## src/rtl/separa_seq.sv

```systemverilog
// Sequential binary-to-BCD converter (shift-and-add-3), one input bit per clock.
// Inputs above the digit capacity are flagged and the result saturates to all nines.
module separa_seq #(
  parameter int WIDTH  = 14,
  parameter int DIGITS = 4
) (
  input  logic                  clk,
  input  logic                  rst_n,
  input  logic                  iniciar,
  input  logic [WIDTH-1:0]      numero,
  output logic                  ocupado,
  output logic                  pronto,
  output logic                  estouro,
  output logic [4*DIGITS-1:0]   digitos
);

  function automatic logic [63:0] pow10(input int n);
    logic [63:0] r;
    r = 64'd1;
    for (int i = 0; i < n; i++) r = r * 64'd10;
    return r;
  endfunction

  localparam logic [63:0] MAXV = pow10(DIGITS) - 64'd1;
  localparam int CW = (WIDTH > 1) ? $clog2(WIDTH) : 1;
  localparam int BW = 4 * DIGITS;

  typedef enum logic [1:0] {OCIOSO, CONVERTE, FIM} estado_t;

  estado_t          estado, prox;
  logic [WIDTH-1:0] desloc;
  logic [BW-1:0]    bcd, bcd_ajust, bcd_prox;
  logic [CW-1:0]    cnt;
  logic             ovf;
  logic             aceita, ultimo;

  assign aceita = iniciar && (estado != CONVERTE);
  assign ultimo = (cnt == CW'(WIDTH - 1));

  always_ff @(posedge clk or negedge rst_n) begin
    if (!rst_n) estado <= OCIOSO;
    else        estado <= prox;
  end

  always_comb begin
    prox = estado;
    case (estado)
      OCIOSO:   if (iniciar) prox = CONVERTE;
      CONVERTE: if (ultimo) prox = FIM;
      FIM:      prox = iniciar ? CONVERTE : OCIOSO;
      default:  prox = OCIOSO;
    endcase
  end

  // Add 3 to every nibble >= 5 before the shift, all digits in parallel.
  always_comb begin
    bcd_ajust = bcd;
    for (int i = 0; i < DIGITS; i++) begin
      if (bcd[4*i +: 4] >= 4'd5) bcd_ajust[4*i +: 4] = bcd[4*i +: 4] + 4'd3;
    end
    bcd_prox = (bcd_ajust << 1) | BW'(desloc[WIDTH-1]);
  end

  always_ff @(posedge clk or negedge rst_n) begin
    if (!rst_n) begin
      desloc  <= '0;
      bcd     <= '0;
      cnt     <= '0;
      ovf     <= 1'b0;
      digitos <= '0;
      estouro <= 1'b0;
      ocupado <= 1'b0;
      pronto  <= 1'b0;
    end else begin
      ocupado <= (prox == CONVERTE);
      pronto  <= (prox == FIM);
      if (aceita) begin
        desloc <= numero;
        bcd    <= '0;
        cnt    <= '0;
        ovf    <= (64'(numero) > MAXV);
      end else if (estado == CONVERTE) begin
        desloc <= desloc << 1;
        bcd    <= bcd_prox;
        cnt    <= cnt + CW'(1);
        if (ultimo) begin
          digitos <= ovf ? {DIGITS{4'h9}} : bcd_prox;
          estouro <= ovf;
        end
      end
    end
  end

endmodule

```

## config.mk

```make
export PLATFORM = sky130hd
export DESIGN_NAME = separa_seq
export DESIGN_NICKNAME = d
export VERILOG_FILES = /design/src/rtl/separa_seq.sv
export SDC_FILE = /design/constraint.sdc
export NUM_CORES = 1
export LEC_CHECK = 0
export CAP_MARGIN = 20
export CORE_UTILIZATION = 55
export CTS_CLUSTER_DIAMETER = 150
export CTS_CLUSTER_SIZE = 12
export DETAILED_ROUTE_END_ITERATION = 12
export PLACE_DENSITY = 0.83
export SLEW_MARGIN = 20
export SYNTH_ARGS = -nofsm -noshare
export SYNTH_HDL_FRONTEND = slang
export SYNTH_SLANG_ARGS = --single-unit
```

## constraint.sdc

```tcl
create_clock -name clk -period 3.1 [get_ports clk]
set_input_delay 0.93 -clock clk [delete_from_list [all_inputs] [get_ports clk]]
set_output_delay 0.93 -clock clk [all_outputs]
set_load 0.02 [all_outputs]
```

==> impl_results.md <==
- Status: completed
- Crit path max-delay cell type: clkdlybuf4s50_1
- MaxCap Viol Count: 0
- Router iterations before antenna repair: 4
- Vias per inst: roughly 5.4
- Synth cell types: 33
- Avg Cell Area, Syn: 10.3 sq um
- Clock Power Share: 0.133
- Sequential-to-total area share from yosys stat: 0.517
- Root buf cell: clkbuf_8
- Critical Path AT: 1.28 ns
- Mapped Cells: 262
- Delay-heaviest family, CP: buffers and inverters
- Worst-Skew Late Latency: 0.31 ns
- Number of global-route vias before repair: 1,779
- Final total power: 3.09 mW
- Core Area: approximately 0.0047 sq mm
- R2r endpoint: bcd[3]$_DFFE_PN0P_
- Reg2reg start: estado[0]$_DFF_PN0_
- Power per cell area: slightly below 1000 mW/mm^2
- CTS tree: done
- TNS Setup: 0 ns
- Worst-path cell chain: clkdlybuf4s50_1
- Critical Path Start: digitos[14]$_DFFE_PN0P_
- Drt wl/cell: 13.9 microns
- Fin worst setup slack: slightly below 0.9 ns
- CTS Buffer Depth: 2
- FF+latch count, synth: 56
- Total GRT Usage: 0.215
- Num CTS Buffers: 5
- Core Rows: 25
- Max VDD drop: roughly 440 uV
- CP Class: flip-flop to primary output
- Critical Path Sink: digitos[14]
- Die Wd: 72.2 microns
- Syn. warnings: 0
- Routed WL: 5050 microns
- Worst path required time: roughly 2.2 ns
- Initial DRC Count: 113
- R2R cell count: 4
- Initial antenna violation count: 0
- Crit-path max FO: 2
- Internal Pwr Total: 1.86 mW
- Crit path largest cell delay: approximately 0.6 ns
- RSZ-0062 raised after global routing: false
- Layout area overhead: 17.6%
- Crit end category: primary output
- Sw Share: 0.396
- Leakage: 1.46 nW
- Minimum clock period: 2.21 ns
- Worst-path clk slew: 0.10 ns
- Highest clock rate: 453 MHz
- Io pins: 36
- Bufs and invs on worst path: 1
- Largest net degree at the start of global routing: 36
- H-Tree Depth: 2
- HPWL after detailed placement: 3580 microns
- Synthesized net count: 289
- Crit share post-route: 0.712
- Setup WS pre-CTS: between 0.6 and 0.7 ns
- Clock skew: 0.00549 ns
- Die H: 72.2 microns
- Grt ovf: 0
- Max-slew violations: 0
- Post-CTS sizing: 0
- DRC violations left: 0
- Comb pwr share: 0.452
- Sequential share of power: 0.415
- CTS sink count: 56
- Placer congestion estimate: 0.813
- Final Hold Fails: 0
- Post-Syn Area: 0.00271 sq mm
- Starting density of the core: 0.574
- Slew headroom: 0.316
- Ant diodes: 0
- # nets final: 323
- Stages on worst setup path: 1
- Final setup vio count: 0
- CP startpoint kind: flip-flop
- Post-CTS Setup Inserts: 0
- Hold/Removal Path Class: flip-flop to flip-flop
- Tightest Pin Transition: between 1 and 1.5 ns
- Layout cell share with drive strength beyond 1: 0.0976
- Post-CTS Hold Buffers: 0
- Routed Antenna Nets: 0
- Global-route wire length before repair: 8510 microns
- Buffers on Ports: 35
- Vias: between 1,500 and 2,000
- Reg2reg setup slack: 1.37 ns
- Full die area: 0.00521 sq mm
- Switching pwr: 1.22 mW
==> flip-flops by register name, summed over array words and instances (netlist names) <==
register and count:
bcd 16, cnt 4, desloc 14, digitos 16, estado 2, estouro 1
ocupado 1, ovf 1, pronto 1
==> logic make-up after synthesis <==
| kind of cell | count (synthesis) | synth area share |
|---|---|---|
| XOR/XNOR | 5 | 0.0162 |
| AND/OR/NAND/NOR | 82 | 0.154 |
| buffers and inverters | 24 | 0.0443 |
| multiplexers | 22 | 0.0831 |
| AO/OA/AOI/OAI | 63 | 0.139 |
| flip-flops | 56 | 0.517 |
| adder cells (fa/ha/maj) | 10 | 0.0462 |
==> synthesized netlist by cell type <==
| cell | number | area, sq um |
|---|---|---|
| buf_2 | 6 | 30.0 |
| buf_4 | 2 | 15.0 |
| o21ai_0 | 31 | 155 |
| ha_1 | 10 | 125 |
| nor2_1 | 17 | 63.8 |
| nor3_1 | 4 | 20.0 |
| nand2_4 | 1 | 11.3 |
| and3_1 | 5 | 31.3 |
| nor2_4 | 1 | 11.3 |
| o21ai_1 | 6 | 30.0 |
| nor4_1 | 1 | 6.26 |
| nor3b_1 | 3 | 22.5 |
| xor2_1 | 1 | 8.76 |
| o31ai_1 | 2 | 15.0 |
| mux2_2 | 4 | 45.0 |
| xnor2_1 | 4 | 35.0 |
| nor3_2 | 4 | 40.0 |
| o22ai_1 | 2 | 12.5 |
| nand3_1 | 7 | 35.0 |
| nor2_2 | 1 | 6.26 |
| dfrtp_1 | 56 | 1400 |
| a21oi_2 | 4 | 35.0 |
| nand2b_1 | 9 | 56.3 |
| a21oi_1 | 6 | 30.0 |
| buf_6 | 2 | 22.5 |
| and2b_1 | 1 | 7.51 |
| mux2i_1 | 18 | 180 |
| a21o_1 | 4 | 30.0 |
| inv_2 | 2 | 7.51 |
| nand2_1 | 28 | 105 |
| clkbuf_1 | 2 | 7.51 |
| a22o_1 | 8 | 70.1 |
| inv_1 | 10 | 37.5 |
==> routing by layer <==
metal / part of all wire / vias up / track usage
li1: - / 969 / -
met3: 0.040 / 6 / 0.0458
met2: 0.49 / 51 / 0.353
met1: 0.45 / 940 / 0.292
met5: 0 / - / 0
met4: 0.013 / 0 / 0.0545
==> area by class of cell <==
type | instances | area [sq um]
Inverter | 12 | 45.0
Fill cell | 365 | 1540
Timing Repair Buffer | 39 | 375
Sequential cell | 56 | 1400
Tap cell | 67 | 83.8
Multi-Input combinational cell | 182 | 1190
Clock inverter | 1 | 7.51
Clock buffer | 7 | 86.3
==> metrics by stage <==
stage	cell area, sq um	cells	hold slack [ns]	util
after floorplan	2710	262	0.449	-
after global routing	3190	364	0.510	0.675
after global placement	3090	356	0.455	0.655
final	3190	364	0.471	0.675
after CTS	3190	364	0.477	0.675
after detailed placement	3090	356	0.456	0.655
==> worst min-delay path by stage <==
| stage | start | end | slack [ns] | cells after the start |
|---|---|---|---|---|
| 5_1_grt | digitos[0]$_DFFE_PN0P_ | digitos[0]$_DFFE_PN0P_ | 0.51 | 2 |
| 3_5_place_dp | digitos[0]$_DFFE_PN0P_ | digitos[0]$_DFFE_PN0P_ | 0.46 | 2 |
| 4_1_cts | digitos[0]$_DFFE_PN0P_ | digitos[0]$_DFFE_PN0P_ | 0.48 | 2 |
| 3_3_place_gp | digitos[0]$_DFFE_PN0P_ | digitos[0]$_DFFE_PN0P_ | 0.45 | 2 |
| 2_1_floorplan | desloc[9]$_DFFE_PN0P_ | desloc[10]$_DFFE_PN0P_ | 0.45 | 2 |
| 6_report | digitos[0]$_DFFE_PN0P_ | digitos[0]$_DFFE_PN0P_ | 0.47 | 2 |
==> power groups by stage <==
stage                     Combinational (mW)  Sequential, mW  Clock [mW]
after floorplan                        0.903            1.35           0
after global placement                  1.35            1.28           0
after CTS                               1.40            1.28       0.415
final                                   1.39            1.28       0.412
after detailed placement                1.40            1.29           0
after global routing                    1.55            1.32       0.446
==> placed cells by master, fill, tap and decap left out, types with 2 or more instances in the layout <==
cell type / n
o22ai_1: 2
a21oi_1: 6
dfrtp_1: 56
clkbuf_8: 6
clkdlybuf4s50_1: 34
xnor2_1: 4
and3_1: 5
a21oi_2: 4
nor2_1: 17
nor3_1: 4
a22o_1: 8
inv_1: 10
ha_1: 10
o21ai_1: 6
nand2_1: 28
mux2_2: 4
mux2i_1: 18
nor3b_1: 3
nor3_2: 4
buf_4: 4
nand2b_1: 9
nand3_1: 7
inv_2: 2
o31ai_1: 2
a21o_1: 4
o21ai_0: 31
No activity file was read; power rests on OpenSTA's default activity.
